--- src/rtl/lifo_stack.sv ---
// lifo_stack: parametrised synchronous LIFO with same-cycle push+pop, occupancy flags and sticky errors
module lifo_stack #(
  parameter int DATA_W   = 8,
  parameter int DEPTH    = 16,
  parameter int AF_LEVEL = DEPTH - 1,
  parameter int AE_LEVEL = 1,
  localparam int CW      = $clog2(DEPTH + 1)
) (
  input  logic              clk,
  input  logic              reset,
  input  logic              push,
  input  logic [DATA_W-1:0] push_data,
  input  logic              pop,
  input  logic              clear_err,
  output logic [DATA_W-1:0] pop_data,
  output logic              pop_valid,
  output logic [DATA_W-1:0] top,
  output logic [CW-1:0]     count,
  output logic              full,
  output logic              empty,
  output logic              almost_full,
  output logic              almost_empty,
  output logic              overflow,
  output logic              underflow
);
  localparam int AW = $clog2(DEPTH);
  logic [DATA_W-1:0] mem_q [DEPTH];
  logic [CW-1:0]     count_q, count_d;
  logic [DATA_W-1:0] pop_data_q, pop_data_d;
  logic              pop_valid_q, pop_valid_d;
  logic              ovf_q, ovf_d, udf_q, udf_d;
  logic              wr_en;
  logic [AW-1:0]     wr_addr, top_idx;
  assign top_idx      = AW'(count_q - CW'(1));
  assign empty        = count_q == '0;
  assign full         = count_q == CW'(DEPTH);
  assign almost_full  = count_q >= CW'(AF_LEVEL);
  assign almost_empty = count_q <= CW'(AE_LEVEL);
  assign top          = empty ? '0 : mem_q[top_idx];
  assign count        = count_q;
  assign pop_data     = pop_data_q;
  assign pop_valid    = pop_valid_q;
  assign overflow     = ovf_q;
  assign underflow    = udf_q;
  // next state: replace-top / pass-through on push+pop, guarded push or pop otherwise
  always_comb begin
    count_d     = count_q;
    pop_data_d  = pop_data_q;
    pop_valid_d = 1'b0;
    ovf_d       = ovf_q & ~clear_err;
    udf_d       = udf_q & ~clear_err;
    wr_en       = 1'b0;
    wr_addr     = AW'(count_q);
    if (push && pop) begin
      pop_valid_d = 1'b1;
      pop_data_d  = empty ? push_data : top;
      wr_en       = ~empty;
      wr_addr     = top_idx;
    end else if (push) begin
      if (full) ovf_d = 1'b1;
      else begin
        wr_en   = 1'b1;
        count_d = count_q + CW'(1);
      end
    end else if (pop) begin
      if (empty) udf_d = 1'b1;
      else begin
        pop_data_d  = top;
        pop_valid_d = 1'b1;
        count_d     = count_q - CW'(1);
      end
    end
  end
  // control and output registers; reset discards all entries
  always_ff @(posedge clk) begin
    if (reset) begin
      count_q     <= '0;
      pop_data_q  <= '0;
      pop_valid_q <= 1'b0;
      ovf_q       <= 1'b0;
      udf_q       <= 1'b0;
    end else begin
      count_q     <= count_d;
      pop_data_q  <= pop_data_d;
      pop_valid_q <= pop_valid_d;
      ovf_q       <= ovf_d;
      udf_q       <= udf_d;
    end
  end
  // storage array is not reset; top masks stale contents while empty
  always_ff @(posedge clk) begin
    if (wr_en && !reset) mem_q[wr_addr] <= push_data;
  end
endmodule

--- config.mk ---
export PLATFORM = sky130hd
export DESIGN_NAME = lifo_stack
export DESIGN_NICKNAME = d
export VERILOG_FILES = /design/src/rtl/lifo_stack.sv
export SDC_FILE = /design/constraint.sdc
export NUM_CORES = 1
export LEC_CHECK = 0
export BUFFER_PORTS_ARGS = -buffer_cell sky130_fd_sc_hd__buf_2
export CORE_ASPECT_RATIO = 0.75
export CORE_MARGIN = 1.5
export CORE_UTILIZATION = 55
export DETAILED_ROUTE_END_ITERATION = 16
export PLACE_DENSITY_LB_ADDON = 0.08
export SLEW_MARGIN = 10
export SYNTH_ARGS = -nofsm -noshare
export SYNTH_HDL_FRONTEND = slang
export SYNTH_SLANG_ARGS = --single-unit
--- constraint.sdc ---
create_clock -name clk -period 4.5 [get_ports clk]
set_input_delay 0.45 -clock clk [delete_from_list [all_inputs] [get_ports clk]]
set_output_delay 0.45 -clock clk [all_outputs]
set_load 0.1 [all_outputs]
Yosys cells after proc, flatten, opt, wreduce, memory -nomap -nowiden
Memories as Yosys holds them, arrays and structs flattened.
Index checks and enable logic that the tools add are counted.
{"block": "totals", "regBits": 16, "ram_bits": 128, "output_inout_bits": 28, "n_memories": 1}
{"block": "classes", "n_addsub": 2, "mux": 27, "order_cmp": 2, "n_reduce_logical": 8, "eq_ne": 5, "bitwise": 5}
{"memory": "mem_q", "depth": 16, "word_bits": 8, "rd": 1, "rd_ports_with_merged_regs": 0, "write_ports": 1, "line": "27", "text": "logic [DATA_W-1:0] mem_q [DEPTH];"}
{"operator": "2-to-1 mux 8 bit", "n": 6}
{"operator": "2-to-1 mux 5 bit", "n": 4}
{"operator": "2-to-1 mux 1 bit", "n": 16}
{"operator": "adder 5 x 1 -> 5 bit (second input constant)", "n": 1}
{"operator": "equality test 5 bit (second input constant)", "n": 1}
{"operator": ">= comparator 5 x 4 -> 1 bit (second input constant)", "n": 1}
{"operator": "<= comparator 5 x 1 -> 1 bit (second input constant)", "n": 1}
{"operator": "zero test 5 bit", "n": 1}
{"operator": "subtractor 5 x 1 -> 5 bit (second input constant)", "n": 1}
{"operator": "2-to-1 mux 4 bit", "n": 1}
{"operator": "!= test 2 x 1 -> 1 bit (second input constant)", "n": 2}
{"operator": "!= test 2 bit (second input constant)", "n": 2}
{"operator": "AND reduction 4 bit", "n": 1}
{"operator": "nonzero test 2 bit", "n": 2}
{"operator": "NOT 1 bit", "n": 3}
{"operator": "AND reduction 3 bit", "n": 1}
{"operator": "bitwise AND 1 bit", "n": 2}
{"operator": "logical AND 1 bit", "n": 2}
{"operator": "zero test 1 bit", "n": 1}

Depth between registers and ports, before layout
Gate-level depths: netlist of run 1.
{"block": "depth", "word_depth": 7, "depth_mapped": 11, "ltp_nobuf": 7}

Least setup slack after synthesis of run 1
No wires, ideal clock.
{"block": "synth_path", "kind": "register -> register", "from": "reg count_q[0], in the netlist count[0]", "to": "reg count_q[3], in the netlist count[3]", "path_buffers": 2, "setup_slack_ps": -1428, "setup_ps": 128, "t_arrival_ps": 5800, "path_stages_with_launch": 10, "path_cell_list": "dfxtp_1 -> buf_6 -> buf_2 -> inv_1 -> ha_1 -> nor4bb_1 -> o22ai_1 -> o21ai_0 -> xor2_1 -> nor2_1"}
{"item": "start, declared", "line": "28", "text": "logic [CW-1:0] count_q, count_d;"}
{"item": "start signal, assigned", "line": "83", "text": "count_q <= count_d;"}
{"item": "equality test 5 bit", "line": "36", "text": "assign full = count_q == CW'(DEPTH);"}
{"item": "via full", "line": "19", "text": "output logic full,"}
{"item": "!= test 2 bit (no source line)"}
{"item": "AND reduction 4 bit (no source line)"}
The timed path passes the listed nets, and every way through them passes these cells. The select of a mux whose other input is x is not followed.
A chain may end at the register's enable or synchronous reset.

Worst setup path in the final report of run 1
{"block": "layout_path", "from": "reg count_q[1], in the netlist count[1]", "to": "out top[0]"}
{"block": "layout_via", "elab_chain_len": 3}
{"item": "subtractor 5 x 1 -> 5 bit"}
{"item": "memory (16 x 8 bit)"}
{"item": "2-to-1 mux 8 bit (*)", "line": "39", "text": "assign top = empty ? '0 : mem_q[top_idx];"}
{"item": "end, declared", "line": "17", "text": "output logic [DATA_W-1:0] top,"}
Every way passes the cells marked *; elsewhere a longest branch is shown, timed or not.

==> run_results.csv, run 1 <==
group,metric,value,unit
synthesis,synthTopCellsByCount,"128 x edfxtp_1, 56 x nor2_1, 32 x mux4_2",
critical_path,critical_path.slowest_cell,"dfxtp_1",
detailed_routing,wl,12700,um
cells_and_area,drive_gt1_share,28.5,%
place,place_congestion,0.821,
critical_path,worstPathCellList,"inv_1, ha_1, buf_4, mux4_2, a22o_1, a221oi_1, nor2_1, buf_2",
critical_path,critPathKind,"reg -> out",
timing,fmax,252,MHz
power_and_ir_drop,p_seq_share,32.7,%
clock_tree,post_cts_buffers,0,
floorplanning,io_pins,41,
timing,rsz0062_at_grt,"false",
floorplanning,core,10500,um2
timing,fin_ws,0.527,ns
synthesis,yosys.area_share.xor_xnor,1.92,%
cells_and_area,num-fill-cells,711,
synthesis,synth_area,5990,um2
clock_tree,clock-sinks,144,
global_route,overflow,0,
timing,drv_slew,0,
power_and_ir_drop,p_sw_share,40.1,%
hold_path,hp-class,"in -> reg",
timing,tns,0,ns
clock_tree,cts_tree,"yes",
critical_path,slowest_delay,0.54,ns
synthesis,synthArstFlopShare,0,%
floorplanning,start_util,57.4,%
timing,skew,0.00678,ns
clock_tree,clk-insertion-delay-late,0.41,ns
clock_tree,clk_pin_slew,0.06,ns
synthesis,syn-num-nets,370,
power_and_ir_drop,pwr-share-clk,29.5,%
timing,fin_crit,3.97,ns
synthesis,synthMuxAreaShare,12.2,%
detailed_routing,firstDrtPassIters,5,
critical_path,required,4.05,ns
global_route,grt_usage,24.5,%
power_and_ir_drop,power_density,690,nW/um2
cells_and_area,syn2layout_area_growth,15.4,%
power_and_ir_drop,p_int,2860,uW
synthesis,synth_most_common_cell,"edfxtp_1",
outcome,status,"finished clean",
critical_path,crit_family,"buffers and inverters",
global_route,antenna_found_initial,0,
global_route,grt_pass1_wl,19500,um
synthesis,synth-seq-cells,144,
detailed_routing,route.detailed.drc,0,
timing,finalSetupViolCount,0,
power_and_ir_drop,p_sw,1910,uW
detailed_routing,vias,3327,
power_and_ir_drop,p_comb_share,37.8,%
detailed_routing,drt_iter0_markers,508,
timing,finalHoldViolCount,0,
synthesis,synth-warning-count,0,
critical_path,path_buf_inv,3,
synthesis,synth_edf_count,128,
critical_path,cp-start-kind,"flop",
floorplanning,rows,32,
synthesis,synth-simple-area-share,7.47,%
clock_tree,clockBufferDepth,2,
power_and_ir_drop,peakVddDrop,0.482,mV
clock_tree,htreeDepth,4,
critical_path,critPathCaptureType,"output port",
timing,slew-limit-headroom,34.1,%
place,dp_slack,0.902,ns
cells_and_area,diodes,0,
critical_path,critPathArrivalTime,3.52,ns
synthesis,yosysUniqueCellTypes,44,
timing,tightest_slew,0.985,ns
cells_and_area,num-nets-final,415,
global_route,grt_pass1_vias,3226,
floorplanning,die_h,93.4,um
synthesis,syn_avg_cell_area,17.0,um2
synthesis,synth-compound-area-share,5.84,%
synthesis,yosys.area.top_type,"edfxtp_1",
floorplanning,die_area,11500,um2
place,place_hpwl,8120,um
synthesis,yosysSeqAreaShare,69.5,%
flow_run,maxCapViolations,0,
detailed_routing,vias_per_cell,6.09,
clock_tree,holdBufCountCts,0,
synthesis,synthAdderAreaFrac,1.04,%
critical_path,crit_fanout,30,
timing,finalCritPeriodShare,88.3,%
synthesis,netlist.area_leader.share,64.1,%
power_and_ir_drop,power_leakage,0.00235,uW
global_route,grt_max_degree,41,
synthesis,synthCells,352,
floorplanning,die_w,124,um
clock_tree,cts_root_buffer,"clkbuf_16",
clock_tree,cts_resized,0,
clock_tree,numCtsBuffers,17,
synthesis,synth_top_family_by_area,"multiplexers",
detailed_routing,postRouteAntennaNets,0,
detailed_routing,detail_route.wl_per_cell,23.3,um
synthesis,synth_ff_type,"edfxtp_1",
place,numPortBuffers,40,
synthesis,synth.area.top_cells,"edfxtp_1 64%, mux4_2 12%, dfxtp_1 5.3%",
[power by group through the flow]
stage / Clock (uW) / Sequential, uW / Combinational [uW]
2_1_floorplan: 0 / 1800 / 1250
3_3_place_gp: 0 / 1590 / 1790
3_5_place_dp: 0 / 1590 / 1800
4_1_cts: 1420 / 1560 / 1810
5_1_grt: 1480 / 1570 / 1900
6_report: 1410 / 1560 / 1800
[worst paths after layout]
check,start,end,slack (ns),cells after the start
setup / recovery,count[1],top[0],0.53,8
hold / removal,clear_err,underflow,0.37,4
setup reg to reg,count[1],mem_q[4][5],1.45,6
hold reg to reg,underflow,underflow,0.51,2
[cells in the final DEF, fill, tap and decap left out, types with 3 or more instances in the layout]
cell,instances
a2111oi_1,5
a21oi_1,4
a221oi_1,7
a22o_1,7
buf_2,40
buf_4,3
clkbuf_1,4
clkbuf_16,22
dfxtp_1,15
edfxtp_1,128
ha_1,5
inv_1,7
inv_4,4
mux4_2,32
nand2_1,16
nand3_1,3
nor2_1,56
nor2_2,3
xnor2_1,5
xor2_1,5
[flip-flops by register name, summed over array words and instances, names as in the netlist]
| register | count |
|---|---|
| underflow | 1 |
| pop_valid | 1 |
| mem_q | 128 |
| count | 5 |
| overflow | 1 |
| pop_data | 8 |
[logic make-up (layout without fill, tap and decap cells)]
group	after synthesis	after routing
muxes	33	33
AOI/OAI and AO/OA	42	42
buffers and inverters	24	82
DFF	144	144
xor gates and xnor gates	11	11
adders and majority gates	5	5
and+or+nand+nor	93	93
[worst reg2reg max path: cells and delay by family, from the launching register on]
kind	cells	cell delay, ns
simple gates	2	0.81
buf+inv	2	0.63
flops	1	0.54
fa+ha+maj	1	0.48
compound gates	1	0.20
[routing by layer]
| layer | up-vias | wire length (um) | GRT usage (%) | part of all wire, % |
|---|---|---|---|---|
| li1 | 1489 | - | - | - |
| met1 | 1687 | 5960 | 37.8 | 47 |
| met2 | 139 | 5680 | 34.4 | 45 |
| met3 | 12 | 980 | 6.28 | 7.7 |
| met4 | 0 | 129 | 7.76 | 1.0 |
| met5 | - | 0 | 0 | 0 |
[area by class of cell]
type / instances / area (um2) / share of cell area, %
clock inverter: 5 / 30.0 / 0.434
multi-input combinational: 184 / 1730 / 25.0
sequential: 144 / 4170 / 60.2
tap: 136 / 170 / 2.46
timing repair buffer: 43 / 223 / 3.22
inverter: 7 / 26.3 / 0.380
clock buffer: 27 / 579 / 8.37
[metrics by stage]
stage          util [%]  instance area, um2  hold WS [ns]  instances  total power [uW]
3_5_place_dp       60.4                6310         0.490        514              3390
6_report           66.2                6920         0.366        546              4770
4_1_cts            66.2                6920         0.351        546              4790
2_1_floorplan         -                6010         0.519        352              3050
5_1_grt            66.2                6920         0.366        546              4950
3_3_place_gp       60.4                6310         0.456        514              3380
Note: power is estimated with default switching activity, not from simulation.
==> run 2: changes to the inputs <==
--- a/config.mk
+++ b/config.mk
@@ -11,6 +11,7 @@
 export CORE_UTILIZATION = 55
 export DETAILED_ROUTE_END_ITERATION = 16
 export PLACE_DENSITY_LB_ADDON = 0.08
+export REMOVE_ABC_BUFFERS = 1
 export SLEW_MARGIN = 10
 export SYNTH_ARGS = -nofsm -noshare
 export SYNTH_HDL_FRONTEND = slang
==> run_results.csv, run 2 (synthesis results as in run 1) <==
group,metric,value,unit
timing,finalHoldViolCount,0,
global_route,grt_max_degree,41,
clock_tree,cts_tree,"yes",
critical_path,cp.depth,7,
clock_tree,cts_resized,0,
detailed_routing,route.detailed.drc,0,
cells_and_area,drive_gt1_share,28.0,%
critical_path,worstPathCellList,"inv_1, ha_1, buf_4, mux4_2, a221oi_1, nor2_1, buf_2",
outcome,status,"finished clean",
floorplanning,rows,32,
cells_and_area,finish.instance_area,6910,um2
cells_and_area,syn2layout_area_growth,15.3,%
floorplanning,core,10500,um2
clock_tree,clk_pin_slew,0.06,ns
cells_and_area,multiInputGateArea,1710,um2
place,place_congestion,0.829,
timing,fin_ws,0.377,ns
power_and_ir_drop,p_sw_share,39.7,%
cells_and_area,num-nets-final,415,
power_and_ir_drop,pwr-share-clk,30.0,%
timing,slew-limit-headroom,35.1,%
clock_tree,numCtsBuffers,17,
critical_path,critPathCaptureType,"output port",
clock_tree,cts_root_buffer,"clkbuf_16",
power_and_ir_drop,p_sw,1890,uW
detailed_routing,firstDrtPassIters,5,
cells_and_area,fin_util,66.2,%
global_route,grt_pass1_vias,3195,
floorplanning,die_h,93.4,um
place,dp_slack,0.923,ns
clock_tree,clk-insertion-delay-late,0.42,ns
timing,fmax,243,MHz
floorplanning,die_w,124,um
power_and_ir_drop,peakVddDrop,0.364,mV
timing,tightest_slew,0.970,ns
clock_tree,htreeDepth,4,
power_and_ir_drop,report.power.total,4770,uW
hold_path,whs_path_depth,4,
detailed_routing,drt_iter0_markers,298,
critical_path,slowest_delay,0.74,ns
place,numPortBuffers,40,
place,placed_area,6290,um2
critical_path,critical_path.slowest_cell,"ha_1",
cells_and_area,final-seq-area,4170,um2
global_route,antenna_found_initial,0,
critical_path,crit_fanout,21,
power_and_ir_drop,p_int,2870,uW
timing,drv_slew,0,
detailed_routing,vias,3343,
timing,fin_crit,4.12,ns
detailed_routing,detail_route.wl_per_cell,23.2,um
critical_path,cp-start-kind,"flop",
clock_tree,clock-sinks,144,
timing,rsz0062_at_grt,"false",
detailed_routing,vias_per_cell,6.12,
cells_and_area,final_cells,546,
detailed_routing,postRouteAntennaNets,0,
critical_path,critPathKind,"reg -> out",
power_and_ir_drop,p_comb_share,37.2,%
clock_tree,post_cts_buffers,0,
place,place_hpwl,7910,um
timing,finalCritPeriodShare,91.6,%
floorplanning,die_area,11500,um2
hold_path,hp-class,"in -> reg",
critical_path,path_buf_inv,3,
power_and_ir_drop,power_leakage,0.00235,uW
power_and_ir_drop,power_density,690,nW/um2
place,dp_cells,514,
global_route,grt_pass1_wl,19500,um
clock_tree,holdBufCountCts,0,
timing,skew,0.00857,ns
critical_path,rr_worst_depth,6,
timing,finalSetupViolCount,0,
clock_tree,clockBufferDepth,2,
global_route,overflow,0,
cells_and_area,mostFrequentLayoutCells,"128 x edfxtp_1, 56 x nor2_1, 40 x buf_2",
cells_and_area,final_common_cell,"edfxtp_1",
floorplanning,start_util,57.4,%
critical_path,crit_family,"buffers and inverters",
cells_and_area,largest_reg_flops,128,
power_and_ir_drop,p_seq_share,32.8,%
flow_run,maxCapViolations,0,
global_route,grt_usage,24.6,%
floorplanning,io_pins,41,
cells_and_area,num-fill-cells,716,
critical_path,required,4.05,ns
detailed_routing,wl,12700,um
cells_and_area,registers.top_by_ff_count,"mem_q",
cells_and_area,diodes,0,
critical_path,critPathArrivalTime,3.67,ns
run 2: cell types whose count changed in the layout (fill, tap and decap cells not counted), sizes merged:
cell      change
bufinv        +1
clkinv        +2
clkinvlp      +1
inv           -4
run 2: power by group through the flow:
stage | clock, uW | sequential, uW | combinational (uW)
global placement | 0 | 1590 | 1760
detailed placement | 0 | 1590 | 1770
global route | 1500 | 1570 | 1870
floorplan | 0 | 1850 | 1160
finish | 1430 | 1560 | 1770
CTS | 1440 | 1560 | 1770
run 2: area by class of cell:
| class | instances | area share [%] |
|---|---|---|
| inverters | 7 | 0.380 |
| clock buffers | 27 | 8.05 |
| flip-flops and latches | 144 | 60.3 |
| well taps | 136 | 2.46 |
| multi-input cells | 184 | 24.7 |
| clock inverters | 5 | 0.923 |
| repair buffers | 43 | 3.22 |
run 2: metal layers:
metal  routed length, um  global-route usage (%)  up-vias
li1                    -                       -     1488
met1                5940                    38.4     1715
met2                5580                    33.8      130
met3                1040                    7.20       10
met4                 100                    7.18        0
met5                   0                       0        -
run 2: worst reg2reg max path, delay by kind of cell, from the launching register on:
kind	cells	cell delay, ns
flops	1	0.58
fa+ha+maj	1	0.74
simple gates	2	0.85
buf+inv	2	0.61
compound gates	1	0.19
run 2: per-stage QoR:
step           TNS [ns]  hold slack [ns]
2_1_floorplan    -45.50            0.519
3_3_place_gp          0            0.459
3_5_place_dp          0            0.490
4_1_cts               0            0.349
5_1_grt               0            0.370
6_report              0            0.361
run 2: path summary, 6_finish.rpt:
check,start,end,slack [ns]
worst min register to register,underflow,underflow,0.50
worst max register to register,count[1],mem_q[8][1],1.15
worst min-delay path,clear_err,underflow,0.36
worst max-delay path,count[1],top[5],0.38
